==> config.mk <==
export PLATFORM = sky130hd
export DESIGN_NAME = io_cfg_frame_loader_flat
export DESIGN_NICKNAME = d
export VERILOG_FILES = /design/src/rtl/io_cfg_frame_loader_if.sv /design/src/rtl/io_cfg_frame_loader.sv /design/src/flat_wrapper.sv
export SDC_FILE = /design/constraint.sdc
export NUM_CORES = 1
export LEC_CHECK = 0
export BUFFER_PORTS_ARGS = -buffer_cell sky130_fd_sc_hd__buf_4
export CAP_MARGIN = 20
export CELL_PAD_IN_SITES_DETAIL_PLACEMENT = 1
export CELL_PAD_IN_SITES_GLOBAL_PLACEMENT = 1
export CORE_MARGIN = 2
export CORE_UTILIZATION = 41
export DETAILED_ROUTE_END_ITERATION = 6
export GPL_TIMING_DRIVEN = 0
export PLACE_DENSITY_LB_ADDON = 0.1
export SLEW_MARGIN = 20
export SYNTH_ARGS = -nofsm -noshare
export SYNTH_HDL_FRONTEND = slang
export SYNTH_SLANG_ARGS = --single-unit
==> constraint.sdc <==
create_clock -name prog_clk -period 1.78 [get_ports prog_clk]
set_input_delay 0.089 -clock prog_clk [delete_from_list [all_inputs] [get_ports prog_clk]]
set_output_delay 0.089 -clock prog_clk [all_outputs]
set_load 0.05 [all_outputs]
==> src/rtl/io_cfg_frame_loader_if.sv <==
// Bus bundle between the configuration frame loader and its surroundings:
// session control, the byte stream, and the grid's bit-programming port.
interface io_cfg_frame_loader_if #(
  parameter int ADDR_WIDTH = 4
);
  // session control and status
  logic                  start;
  logic                  abort;
  logic                  busy;
  logic                  done;
  logic                  aborted;
  // configuration byte stream
  logic [7:0]            cfg_byte;
  logic                  cfg_byte_valid;
  logic                  cfg_byte_ready;
  // memory-bank programming port of the I/O grid
  logic                  enable;
  logic [0:ADDR_WIDTH-1] address;
  logic                  data_in;

  // loader side
  modport master (
    input  start, abort, cfg_byte, cfg_byte_valid,
    output cfg_byte_ready, enable, address, data_in, busy, done, aborted
  );

  // sequencer / byte source / grid side
  modport slave (
    output start, abort, cfg_byte, cfg_byte_valid,
    input  cfg_byte_ready, enable, address, data_in, busy, done, aborted
  );
endinterface

==> src/rtl/io_cfg_frame_loader.sv <==
// Configuration frame loader: pulls bytes from a valid/ready stream and
// programs the I/O grid one bit at a time, LSB of each byte first. Every bit
// gets a SETUP cycle (address/data settle, enable low) followed by a single
// STROBE cycle (enable high, address/data held).
module io_cfg_frame_loader #(
  parameter int ADDR_WIDTH = 4
) (
  input logic                   prog_clk,
  input logic                   pReset_n,
  io_cfg_frame_loader_if.master bus
);

  localparam int NUM_BYTES = (2 ** ADDR_WIDTH) / 8;
  localparam int BC_W      = (NUM_BYTES > 1) ? $clog2(NUM_BYTES) : 1;
  localparam int IDX_W     = BC_W + 3;
  localparam logic [BC_W-1:0] LAST_BYTE = BC_W'(NUM_BYTES - 1);

  typedef enum logic [1:0] {IDLE, FETCH, SETUP, STROBE} state_t;

  state_t                state_q, state_d;
  logic [7:0]            byte_q, byte_d;
  logic [2:0]            bit_idx_q, bit_idx_d;
  logic [BC_W-1:0]       byte_cnt_q, byte_cnt_d;
  logic                  enable_q, enable_d;
  logic [0:ADDR_WIDTH-1] addr_q, addr_d;
  logic                  data_q, data_d;
  logic                  done_q, done_d;
  logic                  aborted_q, aborted_d;
  logic [2:0]            bit_nxt;

  // Linear bit index -> grid address: address[0] is the bit within the tile,
  // address[1..] carries the tile index with address[1] as its MSB.
  function automatic logic [0:ADDR_WIDTH-1] map_addr(input logic [IDX_W-1:0] idx);
    logic [0:ADDR_WIDTH-1] a;
    a[0] = idx[0];
    for (int k = 1; k < ADDR_WIDTH; k++) begin
      a[k] = idx[ADDR_WIDTH-k];
    end
    return a;
  endfunction

  assign bit_nxt = bit_idx_q + 3'd1;

  // State and output registers; reset drops enable at once, mid-strobe or not.
  always_ff @(posedge prog_clk or negedge pReset_n) begin
    if (!pReset_n) begin
      state_q    <= IDLE;
      byte_q     <= '0;
      bit_idx_q  <= '0;
      byte_cnt_q <= '0;
      enable_q   <= 1'b0;
      addr_q     <= '0;
      data_q     <= 1'b0;
      done_q     <= 1'b0;
      aborted_q  <= 1'b0;
    end else begin
      state_q    <= state_d;
      byte_q     <= byte_d;
      bit_idx_q  <= bit_idx_d;
      byte_cnt_q <= byte_cnt_d;
      enable_q   <= enable_d;
      addr_q     <= addr_d;
      data_q     <= data_d;
      done_q     <= done_d;
      aborted_q  <= aborted_d;
    end
  end

  // Next-state logic; address/data are only loaded on the way into SETUP.
  always_comb begin
    state_d    = state_q;
    byte_d     = byte_q;
    bit_idx_d  = bit_idx_q;
    byte_cnt_d = byte_cnt_q;
    addr_d     = addr_q;
    data_d     = data_q;
    done_d     = done_q;
    aborted_d  = aborted_q;

    case (state_q)
      IDLE: begin
        if (bus.abort) begin
          // abort beats a simultaneous start: the session never begins
          if (bus.start) begin
            aborted_d = 1'b1;
            done_d    = 1'b0;
          end
        end else if (bus.start) begin
          done_d     = 1'b0;
          aborted_d  = 1'b0;
          bit_idx_d  = '0;
          byte_cnt_d = '0;
          state_d    = FETCH;
        end
      end

      FETCH: begin
        if (bus.abort) begin
          aborted_d = 1'b1;
          state_d   = IDLE;
        end else if (bus.cfg_byte_valid) begin
          byte_d    = bus.cfg_byte;
          bit_idx_d = '0;
          addr_d    = map_addr({byte_cnt_q, 3'd0});
          data_d    = bus.cfg_byte[0];
          state_d   = SETUP;
        end
      end

      SETUP: begin
        if (bus.abort) begin
          aborted_d = 1'b1;
          state_d   = IDLE;
        end else begin
          state_d = STROBE;
        end
      end

      STROBE: begin
        // the strobe in flight always finishes; abort only stops what follows
        if (bus.abort) begin
          aborted_d = 1'b1;
          state_d   = IDLE;
        end else if (bit_idx_q != 3'd7) begin
          bit_idx_d = bit_nxt;
          addr_d    = map_addr({byte_cnt_q, bit_nxt});
          data_d    = byte_q[bit_nxt];
          state_d   = SETUP;
        end else if (byte_cnt_q != LAST_BYTE) begin
          // completion is tested before the increment so the count never wraps
          byte_cnt_d = byte_cnt_q + 1'b1;
          state_d    = FETCH;
        end else begin
          done_d  = 1'b1;
          state_d = IDLE;
        end
      end

      default: state_d = IDLE;
    endcase

    // the programming port rests at zero whenever no session is running
    if (state_d == IDLE) begin
      addr_d = '0;
      data_d = 1'b0;
    end
  end

  // enable is a registered copy of "next cycle is STROBE"
  always_comb begin
    enable_d = (state_d == STROBE);
  end

  assign bus.cfg_byte_ready = (state_q == FETCH);
  assign bus.busy           = (state_q != IDLE);
  assign bus.enable         = enable_q;
  assign bus.address        = addr_q;
  assign bus.data_in        = data_q;
  assign bus.done           = done_q;
  assign bus.aborted        = aborted_q;

endmodule

==> src/flat_wrapper.sv <==
// flat-port wrapper written by rule: the top's interface ports become plain ports
module io_cfg_frame_loader_flat 
#(
  parameter int ADDR_WIDTH = 4
)
  (prog_clk, pReset_n, bus_start, bus_abort, bus_cfg_byte, bus_cfg_byte_valid, bus_cfg_byte_ready, bus_enable, bus_address, bus_data_in, bus_busy, bus_done, bus_aborted);
  io_cfg_frame_loader_if #(.ADDR_WIDTH(ADDR_WIDTH)) bus_i ();
  input logic prog_clk;
  input logic pReset_n;
  input wire logic [$bits(bus_i.start)-1:0] bus_start;
  input wire logic [$bits(bus_i.abort)-1:0] bus_abort;
  input wire logic [$bits(bus_i.cfg_byte)-1:0] bus_cfg_byte;
  input wire logic [$bits(bus_i.cfg_byte_valid)-1:0] bus_cfg_byte_valid;
  output wire logic [$bits(bus_i.cfg_byte_ready)-1:0] bus_cfg_byte_ready;
  output wire logic [$bits(bus_i.enable)-1:0] bus_enable;
  output wire logic [$bits(bus_i.address)-1:0] bus_address;
  output wire logic [$bits(bus_i.data_in)-1:0] bus_data_in;
  output wire logic [$bits(bus_i.busy)-1:0] bus_busy;
  output wire logic [$bits(bus_i.done)-1:0] bus_done;
  output wire logic [$bits(bus_i.aborted)-1:0] bus_aborted;
  assign bus_i.start = bus_start;
  assign bus_i.abort = bus_abort;
  assign bus_i.cfg_byte = bus_cfg_byte;
  assign bus_i.cfg_byte_valid = bus_cfg_byte_valid;
  assign bus_cfg_byte_ready = bus_i.cfg_byte_ready;
  assign bus_enable = bus_i.enable;
  assign bus_address = bus_i.address;
  assign bus_data_in = bus_i.data_in;
  assign bus_busy = bus_i.busy;
  assign bus_done = bus_i.done;
  assign bus_aborted = bus_i.aborted;
  io_cfg_frame_loader #(.ADDR_WIDTH(ADDR_WIDTH)) u_core (.prog_clk(prog_clk), .pReset_n(pReset_n), .bus(bus_i));
endmodule
; ---- Word-level counts from Yosys, hierarchy flattened
; Index checks and enable logic that the tools add are counted.
; Widths: inputs -> output; s select.
[word_totals]
in_bits = 13
out_inout_bits = 10
reg_bits = 22
elab_cells = 88
[classes]
n_reduce_logical = 13
bitwise = 1
magnitude_cmp = 1
eq_ne = 18
addsub = 2
mux = 44
[ops]
columns = cell, n
row1 = $mux 4, 5
row2 = $mux 1, 18
row3 = $mux 3, 6
row4 = $reduce_and 5->1, 3
row5 = $mux 2, 7
row6 = $ne 2x2->1 const B, 6
row7 = $ne 3x2->1 const B, 3
row8 = $pmux 3 s3, 1
row9 = $pmux 1 s2, 4
row10 = $pmux 2 s4, 1
row11 = $pmux 4 s2, 1
row12 = $reduce_and 7->1, 1
row13 = $eq 2x2->1 const B, 3
row14 = $ne 2x1->1 const B, 3
row15 = $reduce_bool 3->1, 2
row16 = $logic_not 2->1, 2
row17 = $lt 3x4->1 const B, 1
row18 = $reduce_bool 2->1, 2
row19 = $add 3x1->3 const B, 1
row20 = $bmux 1 s3, 1
row21 = $ne 3x1->1 const B, 1
row22 = $ne 3x3->1 const B, 1
row23 = $reduce_and 3->1, 1
row24 = $reduce_or 3->1, 1
row25 = other kinds (4), 4

; ---- Depth between registers and ports, before layout
; Gate-level depths: netlist of run 1.
[logic_depth]
depth_word = 7
ltp_mapped = 6
ltp_nobuf = 6

; ---- Worst setup path before layout of run 1
; No wires, ideal clock.
[synth_path]
path_kind = flip-flop to flip-flop
start = reg u_core.bit_idx_q[0]
end = reg u_core.data_q (netlist: u_core.bus.data_in)
setup_time_ps = 137
stages_incl_launch_ff = 7
synth_period_minus_slack_ps = 1542
n_path_buf = 0
t_arrival_ps = 1405
required_ps = 1643
slack_ps = 238
path_cell_list = dfrtp_1 > ha_1 > ha_1 > a21oi_1 > nand2_1 > a21oi_1 > a221oi_2
[synth_via]
elab_chain_len = 7
elab_cells_between_ends = 18
classes_between = add/sub: 1 / eq/ne: 5 / mux: 9 / reduce/logical: 3
[synth_rtl]
columns = element, line_no
row1 = start: declaration, io_cfg_frame_loader.sv:22  ; logic [2:0] bit_idx_q, bit_idx_d;
row2 = start signal: assignment, io_cfg_frame_loader.sv:59  ; bit_idx_q <= bit_idx_d;
row3 = $add 3x1->3 / $ne 3x3->1 (equally long branches), "io_cfg_frame_loader.sv:42, io_cfg_frame_loader.sv:124"
row4 = $bmux 1 s3 / $mux 2 (equally long branches), "io_cfg_frame_loader.sv:127, io_cfg_frame_loader.sv:124"
row5 = $mux 1 (implied by the code) / $mux 2 (equally long branches), "io_cfg_frame_loader.sv:127, io_cfg_frame_loader.sv:121"
row6 = $mux 1 / $pmux 2 s4 (equally long branches), "io_cfg_frame_loader.sv:124, io_cfg_frame_loader.sv:80"
row7 = $mux 1 / $logic_not 2->1 (equally long branches), "io_cfg_frame_loader.sv:121, io_cfg_frame_loader.sv:143"
row8 = "$pmux 1 s2, or another cell as far along", io_cfg_frame_loader.sv:80  ; case (state_q)
row9 = $mux 1 / $reduce_and 5->1 (equally long branches), --
row10 = end signal: assignment, io_cfg_frame_loader.sv:63  ; data_q <= data_d;
row11 = end: declaration, io_cfg_frame_loader.sv:26  ; logic data_q, data_d;
; Several ways; a longest one is shown, not always the timed one. The select of a mux whose other input is x is not followed.
; A chain may end at the register's enable or synchronous reset.

; ---- Final worst setup path of run 1
[layout_path]
start = reg u_core.bit_idx_q[0]
end = reg u_core.data_q (netlist: u_core.bus.data_in)
[layout_via]
elab_chain_len = 7
elab_cells_between_ends = 18
classes_between = add/sub: 1 / eq/ne: 5 / mux: 9 / reduce/logical: 3
[layout_rtl]
columns = element, line_no
row1 = $ne 3x3->1 *, io_cfg_frame_loader.sv:124  ; end else if (bit_idx_q != 3'd7) begin
row2 = $mux 2 *, io_cfg_frame_loader.sv:124
row3 = $mux 2 *, io_cfg_frame_loader.sv:121  ; if (bus.abort) begin
row4 = $pmux 2 s4 *, io_cfg_frame_loader.sv:80
row5 = via u_core.state_d[1], io_cfg_frame_loader.sv:20  ; state_t state_q, state_d;
row6 = $logic_not 2->1 *, io_cfg_frame_loader.sv:143  ; if (state_d == IDLE) begin
row7 = "$ne 3x1->1 (no source line), or another cell as far along", --
row8 = $reduce_and 5->1 (no source line), --
; The timed path passes the listed nets; every way through them passes the cells marked *. The select of a mux whose other input is x is not followed.

==> results of run 1 <==
-- synth_stat cells, drive strengths merged (2+ instances only) --
cell type	number	area share [%]
ha	3	3.5
nor2b	2	1.2
a41oi	2	2.3
buf	3	1.9
inv	7	2.4
o21ai	8	3.7
nand3b	2	1.7
dfrtp	22	51
nand2	9	3.1
mux4	2	4.5
a21oi	10	5.0
nor2	5	2.0
mux2	7	7.3
nand2b	2	1.2
-- where the power goes --
part	switching, uW	internal, uW	total (uW)	leakage, uW
clock	142	78.9	221	0.0000138
combinational	161	153	314	0.000317
sequential	57.9	581	639	0.000284
-- through the flow --
stage	instances	worst slack, ns	area (um2)	power [uW]
2_1_floorplan	95	0.238	1080	844
3_3_place_gp	146	-0.0163	1270	931
3_5_place_dp	146	-0.0295	1270	952
4_1_cts	150	0.0322	1310	1180
5_1_grt	151	0.0169	1330	1250
6_report	151	0.113	1330	1170
-- metal layers --
layer,share of wire [%],vias up,wire (um)
met5,0,-,0
met4,2.1,0,51
met3,4.1,11,99
met2,50,27,1200
met1,44,409,1070
li1,-,387,-
-- final cells by class --
class	count	area, um2
plain buffers	3	20.0
clock buffers	3	22.5
fillers	283	1140
inverters	7	26.3
multi-input cells	63	499
flip-flops and latches	22	552
well taps	30	37.5
repair buffers	23	175
-- flip-flops by register name (all words and copies together), names as in the netlist --
name and flops:
u_core.bus.enable 1, u_core.bus.done 1, u_core.bus.data_in 1, u_core.byte_cnt_q 1, u_core.bus.address 4, u_core.byte_q 8
u_core.state_q 2, u_core.bus.aborted 1, u_core.bit_idx_q 3
-- critical path, delay by kind of cell, from the launching register on --
family	cells	cell delay [ns]
DFF	1	0.44
and+or+nand+nor	1	0.11
AOI/OAI and AO/OA	3	0.60
adders and majority gates	2	0.44
-- cell families (layout without fill, tap and decap cells) --
| kind of cell | count (synthesis) | after routing | synth area share, % |
|---|---|---|---|
| buffers and inverters | 10 | 36 | 4.30 |
| AND/OR/NAND/NOR | 25 | 25 | 12.5 |
| flip-flops | 22 | 22 | 51.1 |
| adder cells (fa/ha/maj) | 3 | 3 | 3.48 |
| multiplexers | 10 | 10 | 12.8 |
| AO/OA/AOI/OAI | 25 | 25 | 15.8 |
-- worst paths after layout --
kind	from	end	slack (ns)
min in group asynchronous	pReset_n	u_core.byte_cnt_q	0.21
worst min register to register	u_core.byte_q[2]	u_core.byte_q[2]	0.52
worst max-delay path	u_core.bit_idx_q[0]	u_core.bus.data_in	0.11
worst max register to register	u_core.bit_idx_q[0]	u_core.bus.data_in	0.11
worst min-delay path	bus_cfg_byte[3]	u_core.byte_q[3]	0.009
max in group asynchronous	pReset_n	u_core.bit_idx_q[0]	1.33
-- timing repair --
item,in CTS,in global routing
pin swaps,0,1
setup buffers,0,1
hold buffers,1,0
hold endpoints to repair,22,0
endpoints found under the setup margin,5,6
cloned,0,0
gates resized for setup,3,3
==> impl_metrics.ini, run 1 <==
[sta]
tns_ns = 0
finalMaxSlewViolations = 0
tightest_slew_ns = 0.430
hold_viol_final = 0
timing.hold.ws_ns = 0.00939
fmax_mhz = 600
period_share_pct = 93.6
setup_viol = 0
period_needed_ns = 1.67
rsz0062_at_grt = no
slew_headroom_pct = 71.1
fin_skew_ns = 0.00372

[run_status]
outcome = completed

[logic_synthesis]
ys_seq_elements = 22
synth_flop_cell = dfrtp_1
syn_area_um2 = 1080
synth_nets = 111
ys_types = 32
avgSynthCellArea_um2 = 11.3
synth_edf_count = 0
async_flop_share_pct = 100
postSynthCellCount = 95
yosys_warnings = 0
yosysSeqAreaShare_pct = 51.1

[floorplan]
rows = 18
core_um2 = 2480
die_w_um = 55.3
ios = 23
initial_utilization_pct = 43.5
die_h_um = 55.3
die_area_um2 = 3050

[finish]
nets = 139
layout_common_cells = buf_4, dfrtp_1, nand2_1, a21oi_1
area_growth_pct = 23.7
layout_commonest_cell = buf_4
antennaDiodeCount = 0
drive_gt1_share_pct = 41.3
fin_util_pct = 53.8

[global_route]
grt_max_degree = 23
use_met1_pct = 22.6
grt_pass1_vias = 861
gr-total-overflow = 0
gr-usage-met3_pct = 2.81
gr-usage-met2_pct = 28.7
track_usage_pct = 17.4
grt_busiest_layer = met2
grt_first_pass_wirelength_um = 4220
antenna_found_initial = 0

[worst_setup_path]
cp_common_cell = ha_1
critPathMaxFanout = 5
slowest_stage = dfrtp_2
crit_type = register to register
end_kind = register
worstPathArrival_ns = 1.88
worst_r2r_path_depth = 6
critPathLaunchType = register
slowest_delay_ns = 0.44
path_cells = ha_1 -> ha_1 -> a21bo_2 -> a21oi_2 -> nor2_2 -> a221oi_2
worstPathRequired_ns = 2.00

[clock_tree]
cts_buffer_depth = 2
cts_made_buffers = 3
clock-sinks = 22
cts_tree = built
clk_latency_ns = 0.30
cts_root_buffer = clkbuf_4
htree_levels = 1
clk_pin_slew_ns = 0.12

[power]
p_per_area_nw_per_um2 = 881
peakVddDrop_mv = 0.545
p_leak_uw = 0.000614

[route]
finalWirelength_um = 2420
drc = 0
dr.pass1.iters = 5
routed_via_density = 5.52
vias = 834
drtIter0Drc = 19
final_antenna_net_count = 0
post_drt_wl_per_cell_um = 16.0

[hold_path]
worstHoldPathType = input pin to register
whs_path_depth = 2

[placement]
dp_hpwl_um = 1780
place.gp.congestion = 0.784
port_buffers = 21

[flow_run]
cap_violations = 0
No activity file was read; power rests on OpenSTA's default activity.
==> inputs of run 2 (changes only) <==
ABC_AREA = 1   (was default)
CORE_UTILIZATION = 38   (was 41)
==> impl_metrics.ini, run 2 <==
[finish]
area_growth_pct = 26.9
layout_common_cells = nand2_1, buf_4, inv_1, dfrtp_1, o21ai_0
regMostFlops = u_core.byte_q
drive_gt1_share_pct = 21.4
fillers = 367
antennaDiodeCount = 0
largest_reg_flops = 8
layout_commonest_cell = nand2_1
nets = 200

[logic_synthesis]
yosysSeqAreaShare_pct = 48.1
synth_edf_count = 0
synth_compound_area_share_pct = 7.33
synth_xor_area_share_pct = 0
avgSynthCellArea_um2 = 7.68
synth.area.top_cells = dfrtp_1, nand2_1, inv_1, o21ai_0, ha_1
synth_adder_area_share_pct = 3.28
ys_types = 20
async_flop_share_pct = 100
synth_nets = 165
netlist_top_cells_count = nand2_1, dfrtp_1, inv_1
synth_top_area_share_pct = 48.1
yosys_warnings = 0
yosysTopAreaCell = dfrtp_1
postSynthCellCount = 149
synth_top_family_by_area = simple AND/OR/NAND/NOR gates
synth_flop_cell = dfrtp_1
muxShareOfSynthArea_pct = 0
synth_most_common_cell = nand2_1
syn_area_um2 = 1140
synthSimpleGateAreaFrac_pct = 33.4
ys_seq_elements = 22

[placement]
preCtsSetupSlack_ns = 0.148
place.gp.congestion = 0.819
dp_hpwl_um = 1920
port_buffers = 22

[sta]
fin_skew_ns = 0.00306
fmax_mhz = 621
tns_ns = 0
tightest_slew_ns = 0.300
period_needed_ns = 1.61
slew_headroom_pct = 80.0
hold_viol_final = 0
period_share_pct = 90.4
setup_ws_ns = 0.170
rsz0062_at_grt = no
setup_viol = 0
finalMaxSlewViolations = 0
timing.hold.ws_ns = 0.0195

[power]
p_leak_uw = 0.000831
peakVddDrop_mv = 0.400
p_per_area_nw_per_um2 = 880

[clock_tree]
cts_made_buffers = 3
clk_latency_ns = 0.30
cts_setup_buffers = 0
clk_pin_slew_ns = 0.12
clock-sinks = 22
cts_tree = built
htree_levels = 1
cts_buffer_depth = 2
cts_root_buffer = clkbuf_4

[worst_setup_path]
r2r_start = u_core.bit_idx_q[0]
crit_type = register to register
end_kind = register
r2r_slack_ns = 0.17
cp-endpoint = u_core.bus.address[3]
critPathMaxFanout = 7
cp-startpoint = u_core.bit_idx_q[0]
critPathLaunchType = register
worst_r2r_path_depth = 9
r2r-end = u_core.bus.address[3]
worstPathRequired_ns = 2.03
worstPathArrival_ns = 1.86

[route]
drtIter0Drc = 33
final_antenna_net_count = 0
vias = 1032
post_drt_wl_per_cell_um = 11.8
finalWirelength_um = 2520
routed_via_density = 4.85
drc = 2
dr.pass1.iters = 6

[flow_run]
cap_violations = 0

[run_status]
failed_checks = design-rule violations
outcome = complete, but fails checks

[hold_path]
worstHoldPathType = input pin to register

[floorplan]
rows = 19
die_w_um = 58.9
die_h_um = 58.9
core_um2 = 2810
ios = 23
die_area_um2 = 3460
initial_utilization_pct = 40.8

[global_route]
gr-total-overflow = 0
grt_max_degree = 23
grt_pass1_vias = 1050
grt_first_pass_wirelength_um = 4500
track_usage_pct = 16.9
antenna_found_initial = 0
-- run 2: cell count changes in the layout (fill, tap and decap cells not counted), moves of 3 or more --
cell,previous run,this run
inv_2,0,3
nor2_1,3,7
a21oi_1,8,0
nand3_1,0,6
inv_1,7,21
mux2_2,7,0
dlygate4sd3_1,1,8
nand2_1,8,62
-- run 2: area by class of cell --
cell class	instances	area [um2]	share of cell area, %
clock buffers	3	22.5	1.55
inverters	24	90.1	6.21
multi-input cells	103	503	34.7
flip-flops and latches	22	552	38.0
well taps	31	38.8	2.67
repair buffers	30	245	16.9
-- run 2: where the power goes --
| part | switching (uW) | internal [uW] |
|---|---|---|
| Clock | 144 | 78.9 |
| Sequential | 63.9 | 594 |
| Combinational | 253 | 144 |
| Total | 461 | 816 |
-- run 2: logic make-up (layout without fill, tap and decap cells) --
kind of cell,Yosys count,in the layout
buffers and inverters,24,57
AO/OA/AOI/OAI,14,14
adder cells (fa/ha/maj),3,3
AND/OR/NAND/NOR,86,86
flip-flops,22,22
-- run 2: critical path, cell delays in order (launching register included) --
cell     delay (ns)
dfrtp_2        0.47
ha_1           0.23
ha_1           0.22
nand2_1        0.09
nand3_2        0.17
inv_2          0.14
nand2_1        0.08
nand2_1        0.06
nand2_1        0.04
inv_1          0.04
-- run 2: stage by stage --
step | total power (uW) | instances | utilization, % | area, um2
2_1_floorplan | 927 | 149 | - | 1140
3_3_place_gp | 1040 | 202 | 48.0 | 1350
3_5_place_dp | 1060 | 202 | 48.0 | 1350
5_1_grt | 1380 | 213 | 51.7 | 1450
4_1_cts | 1290 | 212 | 51.3 | 1440
6_report | 1280 | 213 | 51.7 | 1450
-- run 2: routing by layer --
metal | track usage [%] | share of wire, % | wire (um)
met3 | 2.64 | 2.8 | 71
met4 | 4.87 | 1.0 | 26
met5 | 0 | 0 | 0
met2 | 28.9 | 49 | 1240
met1 | 22.0 | 47 | 1180
-- run 2: how the worst min path moves through the flow --
stage,startpoint,endpoint,slack [ns],depth (start not counted)
floorplan,pReset_n,u_core.bit_idx_q[0],-0.21,0
global placement,pReset_n,u_core.bus.aborted,-0.007,1
detailed placement,pReset_n,u_core.bus.done,-0.007,1
CTS,bus_cfg_byte[3],u_core.byte_q[3],0.004,3
global route,bus_abort,u_core.bus.aborted,0.04,3
finish,bus_abort,u_core.bus.aborted,0.02,3
-- run 2: what timing repair did --
| item | in CTS | in global routing |
|---|---|---|
| endpoints found under the setup margin | 0 | 5 |
| hold endpoints to repair | 28 | 1 |
| resized for setup | 0 | 1 |
| hold buffers | 7 | 1 |
